### src/rtl/accel_bus_pkg.sv
// Shared definitions for the AXI4-Lite to register-bus bridge: widths, response codes, FSM states.
package accel_bus_pkg;

  localparam int unsigned AXI_ADDR_W = 32;
  localparam int unsigned DATA_W     = 64;
  localparam int unsigned STRB_W     = DATA_W / 8;
  localparam int unsigned REG_ADDR_W = 16;
  localparam int unsigned RESP_W     = 2;

  localparam logic [RESP_W-1:0] RESP_OKAY   = 2'b00;
  localparam logic [RESP_W-1:0] RESP_SLVERR = 2'b10;

  typedef enum logic [2:0] {
    IDLE,
    WR_ISSUE,
    WR_RESP,
    RD_ISSUE,
    RD_WAIT,
    RD_RESP
  } state_e;

endpackage

### src/rtl/axi_lite_reg_bridge.sv
// AXI4-Lite slave that converts single transactions into one-cycle register-bus strobes.
// One transaction in flight; simultaneous read/write requests alternate priority.
module axi_lite_reg_bridge
  import accel_bus_pkg::*;
#(
  parameter int unsigned ADDR_LSB = 3,
  parameter int unsigned NUM_REGS = 16
) (
  input  logic                  clock,
  input  logic                  resetn,
  input  logic [AXI_ADDR_W-1:0] awaddr,
  input  logic                  awvalid,
  output logic                  awready,
  input  logic [DATA_W-1:0]     wdata,
  input  logic [STRB_W-1:0]     wstrb,
  input  logic                  wvalid,
  output logic                  wready,
  output logic [RESP_W-1:0]     bresp,
  output logic                  bvalid,
  input  logic                  bready,
  input  logic [AXI_ADDR_W-1:0] araddr,
  input  logic                  arvalid,
  output logic                  arready,
  output logic [DATA_W-1:0]     rdata,
  output logic [RESP_W-1:0]     rresp,
  output logic                  rvalid,
  input  logic                  rready,
  output logic [REG_ADDR_W-1:0] read_addr,
  output logic                  oe,
  input  logic [DATA_W-1:0]     read_data,
  output logic [REG_ADDR_W-1:0] write_addr,
  output logic [DATA_W-1:0]     write_data,
  output logic [STRB_W-1:0]     be,
  output logic                  we
);

  state_e state, state_n;
  logic   last_was_read;
  logic   oor_q;
  logic   wr_pend, rd_pend, wr_grant, rd_grant;
  logic   aw_oor, ar_oor;
  logic [REG_ADDR_W-1:0] aw_idx, ar_idx;

  function automatic logic out_of_range(input logic [AXI_ADDR_W-1:0] a);
    logic [AXI_ADDR_W-1:0] upper;
    logic [REG_ADDR_W-1:0] idx;
    upper = a >> (ADDR_LSB + REG_ADDR_W);
    idx   = REG_ADDR_W'(a >> ADDR_LSB);
    return (upper != '0) || (32'(idx) >= NUM_REGS);
  endfunction

  assign aw_idx  = REG_ADDR_W'(awaddr >> ADDR_LSB);
  assign ar_idx  = REG_ADDR_W'(araddr >> ADDR_LSB);
  assign aw_oor  = out_of_range(awaddr);
  assign ar_oor  = out_of_range(araddr);
  assign wr_pend = awvalid && wvalid;
  assign rd_pend = arvalid;

  assign awready = wr_grant;
  assign wready  = wr_grant;
  assign arready = rd_grant;

  // Next-state and grant decode; grants only in IDLE and never while reset is held
  always_comb begin
    state_n  = state;
    wr_grant = 1'b0;
    rd_grant = 1'b0;
    case (state)
      IDLE: begin
        if (resetn) begin
          if (wr_pend && (!rd_pend || last_was_read)) begin
            wr_grant = 1'b1;
            state_n  = WR_ISSUE;
          end else if (rd_pend) begin
            rd_grant = 1'b1;
            state_n  = RD_ISSUE;
          end
        end
      end
      WR_ISSUE: state_n = WR_RESP;
      WR_RESP:  if (bready) state_n = IDLE;
      RD_ISSUE: state_n = RD_WAIT;
      RD_WAIT:  state_n = RD_RESP;
      RD_RESP:  if (rready) state_n = IDLE;
      default:  state_n = IDLE;
    endcase
  end

  // State, request latches and registered bus/response outputs
  always_ff @(posedge clock or negedge resetn) begin
    if (!resetn) begin
      state         <= IDLE;
      last_was_read <= 1'b0;
      oor_q         <= 1'b0;
      write_addr    <= '0;
      write_data    <= '0;
      be            <= '0;
      we            <= 1'b0;
      read_addr     <= '0;
      oe            <= 1'b0;
      bvalid        <= 1'b0;
      bresp         <= RESP_OKAY;
      rvalid        <= 1'b0;
      rresp         <= RESP_OKAY;
      rdata         <= '0;
    end else begin
      state  <= state_n;
      we     <= wr_grant && !aw_oor;
      oe     <= rd_grant && !ar_oor;
      bvalid <= (state_n == WR_RESP);
      rvalid <= (state_n == RD_RESP);
      if (wr_grant) begin
        last_was_read <= 1'b0;
        oor_q         <= aw_oor;
        write_addr    <= aw_idx;
        write_data    <= wdata;
        be            <= wstrb;
      end
      if (rd_grant) begin
        last_was_read <= 1'b1;
        oor_q         <= ar_oor;
        read_addr     <= ar_idx;
      end
      if (state == WR_ISSUE) bresp <= oor_q ? RESP_SLVERR : RESP_OKAY;
      // read_data is valid the cycle after oe, i.e. during RD_WAIT
      if (state == RD_WAIT) begin
        rdata <= oor_q ? '0 : read_data;
        rresp <= oor_q ? RESP_SLVERR : RESP_OKAY;
      end
    end
  end

endmodule

### config.mk
export PLATFORM = sky130hd
export DESIGN_NAME = axi_lite_reg_bridge
export DESIGN_NICKNAME = d
export VERILOG_FILES = /design/src/rtl/accel_bus_pkg.sv /design/src/rtl/axi_lite_reg_bridge.sv
export SDC_FILE = /design/constraint.sdc
export NUM_CORES = 1
export LEC_CHECK = 0
export BUFFER_PORTS_ARGS = -buffer_cell sky130_fd_sc_hd__buf_2
export CORE_ASPECT_RATIO = 2
export CORE_MARGIN = 3
export CORE_UTILIZATION = 23
export CTS_CLUSTER_DIAMETER = 50
export DETAILED_ROUTE_END_ITERATION = 10
export PLACE_DENSITY = 0.48
export SLEW_MARGIN = 20
export SYNTH_ARGS = -nofsm -noshare
export SYNTH_HDL_FRONTEND = slang
export SYNTH_SLANG_ARGS = --single-unit
### constraint.sdc
create_clock -name clock -period 1.9 [get_ports clock]
set_input_delay 0.095 -clock clock [delete_from_list [all_inputs] [get_ports clock]]
set_output_delay 0.095 -clock clock [all_outputs]
set_load 0.02 [all_outputs]
==> flow_summary.ini, run 1 <==
[run_status]
status = complete, no violations

[route]
vias = 6290
drt_wl_total_um = 24500
first_pass_iters = 4
drcViolationCount = 0
route.antenna.remaining_nets = 0
vias_per_cell = 4.035
wl_per_cell_um = 15.71
drt_iter0_markers = 184

[cts]
cts_sinks = 179
root_buffer = clkbuf_16
cts_made_buffers = 17
h-tree-depth = 4
clkLatencyLatePin_ps = 450
cts_tree = built
clockBufferDepth = 2
cts.reportedPaths.clkPinSlew_ps = 70

[timing]
fmax_ghz = 0.5581
setup-tns-final_ps = 0
grt_setup_unrepaired = no
final.period_utilization_pct = 94.30
finalSetupViolCount = 0
worst_slack_ps = 108.2
fin_crit_ps = 1792
slew-limit-headroom_pct = 25.49
worst_slew_pin_slew_ps = 1118
hold-worst-slack_ps = 60.70
clock_skew_ps = 13.08
finalMaxSlewViolations = 0
hold_viol_final = 0

[global_route]
antenna_found_initial = 5
met1_usage_pct = 14.44
grt_busiest_layer = met2
grt_pass1_wl_um = 38760
grt_usage_pct = 14.76
use_met2_pct = 28.23
met3_usage_pct = 3.632
grt_pass1_vias = 6912
grt_overflow = 0
grt_max_degree = 155

[critical_path]
ff2ff_path_depth = 5
r2r_start = state[1]$_DFF_PN0_
worstPathCellList = nor4b_4, buf_4, nand3_4, buf_8, inv_4, buf_6
regToRegSetupSlack_ps = 120
r2r_end = write_data[26]$_DFFE_PN0P_
cp_max_fo = 5
critPathRequiredTime_ps = 1800
critPathMaxStageDelay_ps = 400
arrival_ps = 1700
cp_slowest_cell = dfrtp_1
crit_path_start_kind = flop
crit_path_end_kind = output port
crit_type = reg -> out

[synth]
synthTopCellsByArea = dfrtp_1, mux2_2, nand2b_1
synth_area_leader_cell = dfrtp_1
syn-cell-area_mm2 = 0.007222
syn_inst = 565
ys_seq_area_share_pct = 62.02
yosysWarnings = 0
synth_top_area_share_pct = 62.02
yosys.cell_types.count = 29
syn_area_per_cell_um2 = 12.78
synth-seq-cells = 179

[worst_hold_path]
worstHoldStart = arvalid
min_to = last_was_read$_DFFE_PN0P_
holdPathStages = 4
worstHoldPathType = in -> reg

[power]
p_sw_w = 0.006212
p_clk_share_pct = 23.3
powerDensity_mw_per_mm2 = 1368
peakVddDrop_v = 0.0006376
power.share.combinational_pct = 40.1
pwr-share-seq_pct = 36.6
p_total_w = 0.01648
power_leakage_nw = 5.835
internal_power_w = 0.01026
swShare_pct = 37.70

[place]
dp.cells = 1342
io_buffer_count = 377
post-dp-hpwl_um = 17360
place_congestion = 0.7723
dp_slack_ps = 43.06

[cells_and_area]
fin_nets = 1332
area_growth_pct = 66.81
drive_above_1_share_pct = 47.80
layout.cells.non_filler = 1559
nFillCells = 3031

[floorplan]
io_pins = 386
core_mm2 = 0.03086
die_area_mm2 = 0.03369
start_util_pct = 23.41
placementRows = 91
die_h_um = 256.6
die_x_um = 131.3

[flow_run]
maxCapViolations = 0
==> worst max path at each step <==
| stage | startpoint | endpoint | slack (ps) | cells past startpoint |
|---|---|---|---|---|
| 2_1_floorplan | state[1]$_DFF_PN0_ | write_data[55]$_DFFE_PN0P_ | 180 | 5 |
| 3_3_place_gp | state[1]$_DFF_PN0_ | write_data[40]$_DFFE_PN0P_ | 50 | 4 |
| 3_5_place_dp | state[1]$_DFF_PN0_ | write_data[55]$_DFFE_PN0P_ | 40 | 4 |
| 4_1_cts | state[2]$_DFF_PN0_ | arready | 20 | 6 |
| 5_1_grt | state[1]$_DFF_PN0_ | arready | 0.9 | 6 |
| 6_report | state[1]$_DFF_PN0_ | arready | 110 | 6 |
==> through the flow <==
stage	util (%)	instance area, um^2
floorplan	-	7226
global placement	30.91	9538
detailed placement	30.91	9538
CTS	39.07	12060
global route	39.03	12040
finish	39.04	12050
==> cell type report <==
cell class | count | area, um^2 | area share, %
antenna | 3 | 7.507 | 0.06232
clock buffer | 19 | 432.9 | 3.594
clock inverter | 13 | 196.4 | 1.631
inverter | 2 | 10.01 | 0.08309
multi-input combinational | 349 | 2441 | 20.26
sequential | 179 | 4481 | 37.19
tap | 418 | 523.0 | 4.341
timing repair buffer | 576 | 3955 | 32.83
==> power groups by stage <==
| stage | Sequential, W | Combinational [W] | Clock [W] |
|---|---|---|---|
| 2_1_floorplan | 0.00799 | 0.00187 | 0 |
| 3_5_place_dp | 0.00610 | 0.00628 | 0 |
| 5_1_grt | 0.00624 | 0.00705 | 0.00415 |
| 6_report | 0.00603 | 0.00661 | 0.00384 |
| 3_3_place_gp | 0.00606 | 0.00621 | 0 |
| 4_1_cts | 0.00604 | 0.00671 | 0.00403 |
==> placed cells by master, fill, tap and decap left out, types with 4 or more instances in the layout <==
cell           instances
buf_12                 6
buf_2                373
buf_4                 20
bufinv_16              4
clkbuf_16             17
dfrtp_1              178
dlygate4sd3_1        171
mux2_2               100
nand2_1               78
nand2b_1              67
nor2_1                 4
nor3_1                 4
nor4_1                10
o21ai_0               66
==> cell families (layout without fill, tap and decap cells) <==
group / after synthesis / after routing / synth area share, %
flops: 179 / 179 / 62.02
simple gates: 176 / 176 / 12.61
mux: 103 / 103 / 16.04
compound gates: 68 / 68 / 4.764
buf+inv: 38 / 610 / 4.504
other cells: 1 / 5 / 0.05193
==> routing by layer <==
metal / routed length (um) / vias up / part of all wire, %
li1: - / 3019 / -
met5: 27 / - / 0.11
met2: 13800 / 242 / 56
met4: 966 / 4 / 3.9
met1: 8445 / 2969 / 34
met3: 1256 / 56 / 5.1
==> sequential cells by signal (all words and copies together) (netlist names) <==
name,cells
rresp,1
rdata,64
we,1
oor_q,1
write_data,64
oe,1
read_addr,16
bvalid,1
last_was_read,1
be,8
write_addr,16
bresp,1
state,3
rvalid,1
==> worst max-delay path: cells and delay by family (launching register included) <==
kind,cells,cell delay [ps]
buffers and inverters,4,480
flip-flops,1,400
AND/OR/NAND/NOR,2,380
==> Yosys cell counts <==
cell,count
clkbuf_1,19
inv_1,2
nor3_1,4
nor4_1,10
dfrtp_1,179
nor2_1,4
conb_1,1
buf_12,9
mux2_1,2
a21oi_1,1
nand2_1,78
nand4_1,1
buf_4,3
and3_2,1
buf_6,3
or2_2,1
a31o_2,1
buf_2,2
mux2i_1,1
nand3_1,3
and3_1,2
nor3b_1,1
and2_1,1
nor4b_4,1
nand2b_1,67
mux2_2,100
o21ai_0,66
nor2b_1,1
and4_2,1
==> what timing repair did <==
action	in CTS	in global routing
hold endpoints to repair	196	0
endpoints found under the setup margin	3	11
resized for setup	12	1
buffers inserted	8	1
hold buffers	171	0
pin swaps	3	2
gates cloned	3	0
Note: power is estimated with default switching activity, not from simulation.
==> run 2: changes to the inputs <==
--- a/config.mk
+++ b/config.mk
@@ -11,7 +11,6 @@
 export CORE_UTILIZATION = 23
 export CTS_CLUSTER_DIAMETER = 50
 export DETAILED_ROUTE_END_ITERATION = 10
-export PLACE_DENSITY = 0.48
 export SLEW_MARGIN = 20
 export SYNTH_ARGS = -nofsm -noshare
 export SYNTH_HDL_FRONTEND = slang
==> flow_summary.ini, run 2 (same netlist as run 1, synthesis figures left out) <==
[critical_path]
cp_max_fo = 8
crit_path_end_kind = output port
critPathRequiredTime_ps = 1800
arrival_ps = 1720
crit_type = reg -> out
crit_path_start_kind = flop

[floorplan]
placementRows = 91
die_area_mm2 = 0.03369
die_h_um = 256.6
core_mm2 = 0.03086
io_pins = 386
start_util_pct = 23.41
die_x_um = 131.3

[timing]
worst_slew_pin_slew_ps = 1062
finalMaxSlewViolations = 0
fmax_ghz = 0.5499
finalSetupViolCount = 0
setup-tns-final_ps = 0
hold_viol_final = 0
slew-limit-headroom_pct = 29.20
clock_skew_ps = 12.99
grt_setup_unrepaired = yes
final.period_utilization_pct = 95.71
fin_crit_ps = 1819

[route]
drt_iter0_markers = 189
vias_per_cell = 4.060
route.antenna.remaining_nets = 0
first_pass_iters = 4
vias = 6318
drcViolationCount = 0
wl_per_cell_um = 15.57
drt_wl_total_um = 24230

[global_route]
grt_pass1_vias = 7085
antenna_found_initial = 0
grt_max_degree = 180
grt_usage_pct = 14.56
grt_overflow = 0
grt_pass1_wl_um = 38700

[cells_and_area]
layout_commonest_cell = buf_2
fin_util_pct = 38.91
design_area_mm2 = 0.01201
fin_nets = 1334
n_antenna_cell = 0
nFillCells = 2980
final_cell_mix = buf_2, dfrtp_1, dlygate4sd3_1
area_growth_pct = 66.25
layout.cells.non_filler = 1556
drive_above_1_share_pct = 47.89
reg_top3 = rdata: 64 flops, write_data: 64 flops

[worst_hold_path]
worstHoldPathType = in -> reg

[power]
powerDensity_mw_per_mm2 = 1342
p_total_w = 0.01612
power_leakage_nw = 5.820
peakVddDrop_v = 0.0007318

[place]
place_congestion = 0.7986
post-dp-hpwl_um = 16200
dp.cells = 1345
io_buffer_count = 377
placed_area_mm2 = 0.009570

[cts]
clkLatencyLatePin_ps = 440
h-tree-depth = 4
clockBufferDepth = 2
cts_made_buffers = 17
root_buffer = clkbuf_16
cts_sinks = 179
cts_tree = built
cts.reportedPaths.clkPinSlew_ps = 70

[run_status]
status = complete, no violations

[flow_run]
maxCapViolations = 0
[run 2: critical path, cell delays in order (launching register included)]
cell	delay (ps)
dfrtp_1	410
nor4b_4	320
and3_4	300
buf_12	140
buf_8	110
[run 2: cell type report]
class	count	area, um^2	share of cell area, %
Clock buffer	19	442.9	3.689
Sequential cell	179	4481	37.32
Multi-Input combinational cell	349	2441	20.33
Inverter	2	10.01	0.08337
Timing Repair Buffer	578	4004	33.35
Clock inverter	11	105.1	0.8754
Tap cell	418	523.0	4.356
[run 2: final timing paths]
path | startpoint | endpoint | slack [ps] | cells past startpoint
min in group asynchronous | resetn | rdata[57]$_DFFE_PN0N_ | 390 | 3
setup reg to reg | state[1]$_DFF_PN0_ | write_data[46]$_DFFE_PN0P_ | 80 | 5
hold reg to reg | rdata[23]$_DFFE_PN0N_ | rdata[23]$_DFFE_PN0N_ | 470 | 2
max in group asynchronous | resetn | write_data[39]$_DFFE_PN0P_ | 660 | 3
hold / removal | araddr[27] | oe$_DFF_PN0_ | 50 | 5
setup / recovery | state[1]$_DFF_PN0_ | wready | 80 | 4
[run 2: repair_timing]
item | in CTS | in global routing
pin swaps | 2 | 2
resized for setup | 13 | 7
endpoints found under the hold margin | 350 | 0
buffers inserted | 4 | 5
hold buffers | 171 | 0
gates cloned | 3 | 0
endpoints found under the setup margin | 3 | 61
[run 2: routing by layer]
metal / vias to the layer above / part of all wire [%] / track usage (%)
met5: - / 0 / 0
li1: 3024 / - / -
met4: 0 / 3.3 / 6.922
met3: 44 / 4.8 / 3.278
met1: 2992 / 37 / 15.12
met2: 258 / 55 / 27.44
[run 2: where the power goes]
group | switching [W] | leakage, nW | total [W] | internal (W)
clock network | 0.00157 | 0.258 | 0.00340 | 0.00183
registers | 0.000752 | 2.28 | 0.00608 | 0.00533
logic | 0.00391 | 3.28 | 0.00664 | 0.00272
[run 2: metrics by stage]
step                      setup slack, ps  hold WS, ps
after detailed placement            57.60        294.3
after floorplan                     178.8       -200.6
after CTS                          -6.820        8.561
after global routing               -16.71        79.94
after global placement              60.26        294.7
final                               81.46        51.20
==> run 3: changes to the inputs <==
--- a/config.mk
+++ b/config.mk
@@ -11,6 +11,7 @@
 export CORE_UTILIZATION = 23
 export CTS_CLUSTER_DIAMETER = 50
 export DETAILED_ROUTE_END_ITERATION = 10
+export PLACE_DENSITY_LB_ADDON = 0.1
 export SLEW_MARGIN = 20
 export SYNTH_ARGS = -nofsm -noshare
 export SYNTH_HDL_FRONTEND = slang
==> flow_summary.ini, run 3 (same netlist as run 1, synthesis figures left out) <==
[run_status]
status = complete, no violations

[critical_path]
critPathRequiredTime_ps = 2230
cp_max_fo = 13
r2r_end = write_data[60]$_DFFE_PN0P_
worstPathCellList = nor4b_4, and3_4, buf_12, clkbuf_16, mux2_2
critPathMaxStageDelay_ps = 410
arrival_ps = 2180
r2r_start = state[1]$_DFF_PN0_
regToRegSetupSlack_ps = 50
path_delay_family = simple AND/OR/NAND/NOR gates
crit_path_end_kind = flop
crit_type = reg -> reg
crit_path_start_kind = flop
cp_slowest_cell = dfrtp_1
path_buf_inv = 2
ff2ff_path_depth = 5

[floorplan]
placementRows = 91
core_mm2 = 0.03086
start_util_pct = 23.41
die_x_um = 131.3
die_area_mm2 = 0.03369
io_pins = 386
die_h_um = 256.6

[cts]
cts_made_buffers = 17
clkLatencyLatePin_ps = 450
root_buffer = clkbuf_16
clockBufferDepth = 2
cts.reportedPaths.clkPinSlew_ps = 70
cts_sinks = 179
h-tree-depth = 4
cts_tree = built

[global_route]
grt_pass1_vias = 6924
grt_overflow = 0
grt_max_degree = 103
grt_usage_pct = 15.58
antenna_found_initial = 3
grt_pass1_wl_um = 40280

[timing]
worst_slew_pin_slew_ps = 568.3
hold-worst-slack_ps = 116.7
setup-tns-final_ps = 0
clock_skew_ps = 12.61
slew-limit-headroom_pct = 62.11
fin_crit_ps = 1846
hold_viol_final = 0
finalMaxSlewViolations = 0
fmax_ghz = 0.5418
grt_setup_unrepaired = yes
final.period_utilization_pct = 97.13
finalSetupViolCount = 0

[worst_hold_path]
worstHoldPathType = in -> reg
min_to = state[0]$_DFF_PN0_
worstHoldStart = arvalid
holdPathStages = 3

[route]
wl_per_cell_um = 16.47
drt_iter0_markers = 139
drcViolationCount = 0
route.antenna.remaining_nets = 0
vias = 6214
vias_per_cell = 3.978
drt_wl_total_um = 25730
first_pass_iters = 4

[place]
placed_area_mm2 = 0.009528
io_buffer_count = 377
place_congestion = 0.7566
post-dp-hpwl_um = 18130

[cells_and_area]
layout_commonest_cell = buf_2
fin_util_pct = 39.37
drive_above_1_share_pct = 47.46
design_area_mm2 = 0.01215
fin_nets = 1337
reg_top3 = rdata: 64 flops, write_data: 64 flops
final_cell_mix = buf_2, dlygate4sd3_1, dfrtp_1
area_growth_pct = 68.21

[power]
peakVddDrop_v = 0.0005712
p_total_w = 0.01638
power_leakage_nw = 5.890
powerDensity_mw_per_mm2 = 1348

[flow_run]
maxCapViolations = 0
-- run 3: changes by cell type in the layout (fill, tap and decap cells not counted), sizes merged --
| cell | change |
|---|---|
| clkinvlp | -1 |
| buf | -8 |
| dlygate4sd3 | +8 |
| clkinv | +1 |
| bufbuf | +1 |
| clkbuf | +2 |
| bufinv | +1 |
| diode | +2 |
-- run 3: stage by stage --
step,setup slack [ps],std cells
2_1_floorplan,178.8,566
3_3_place_gp,95.19,1339
3_5_place_dp,90.04,1339
4_1_cts,4.037,1560
5_1_grt,-27.52,1562
6_report,54.44,1562
-- run 3: worst max-delay path by stage --
stage	cells after the start	from	slack (ps)	to
finish	5	state[1]$_DFF_PN0_	50	write_data[60]$_DFFE_PN0P_
global route	4	state[1]$_DFF_PN0_	-30	awready
CTS	6	state[2]$_DFF_PN0_	4	arready
detailed placement	4	state[1]$_DFF_PN0_	90	write_data[23]$_DFFE_PN0P_
global placement	4	state[1]$_DFF_PN0_	100	write_data[30]$_DFFE_PN0P_
floorplan	5	state[1]$_DFF_PN0_	180	write_data[55]$_DFFE_PN0P_
-- run 3: area by class of cell --
class	count	area [um^2]
multi-input combinational	349	2461
antenna	2	5.005
clock buffer	19	442.9
clock inverter	12	146.4
sequential	179	4481
inverter	2	12.51
timing repair buffer	581	4076
tap	418	523.0
fill	3102	18710
-- run 3: per-layer routing --
layer / GRT usage, % / share of wire [%]
met5: 0 / 0.054
met4: 7.039 / 3.3
met3: 3.848 / 5.1
met2: 30.02 / 57
met1: 15.52 / 35
-- run 3: repair_timing --
action / CTS / global route
endpoints found under the hold margin: 272 / 0
resized for setup: 18 / 6
cloned: 3 / 1
hold buffers: 179 / 0
pin swaps: 3 / 2
endpoints found under the setup margin: 3 / 35
buffers inserted: 8 / 0
-- run 3: report_power, final --
part / internal, W / switching, W / total (W)
Sequential: 0.00532 / 0.000700 / 0.00602
Combinational: 0.00277 / 0.00394 / 0.00671
Clock: 0.00199 / 0.00165 / 0.00364
Total: 0.0101 / 0.00629 / 0.0164
-- run 3: worst reg2reg max path, delay by kind of cell, from the launching register on --
| kind | cells | cell delay [ps] |
|---|---|---|
| DFF | 1 | 410 |
| muxes | 1 | 340 |
| and+or+nand+nor | 2 | 620 |
| buffers and inverters | 2 | 370 |
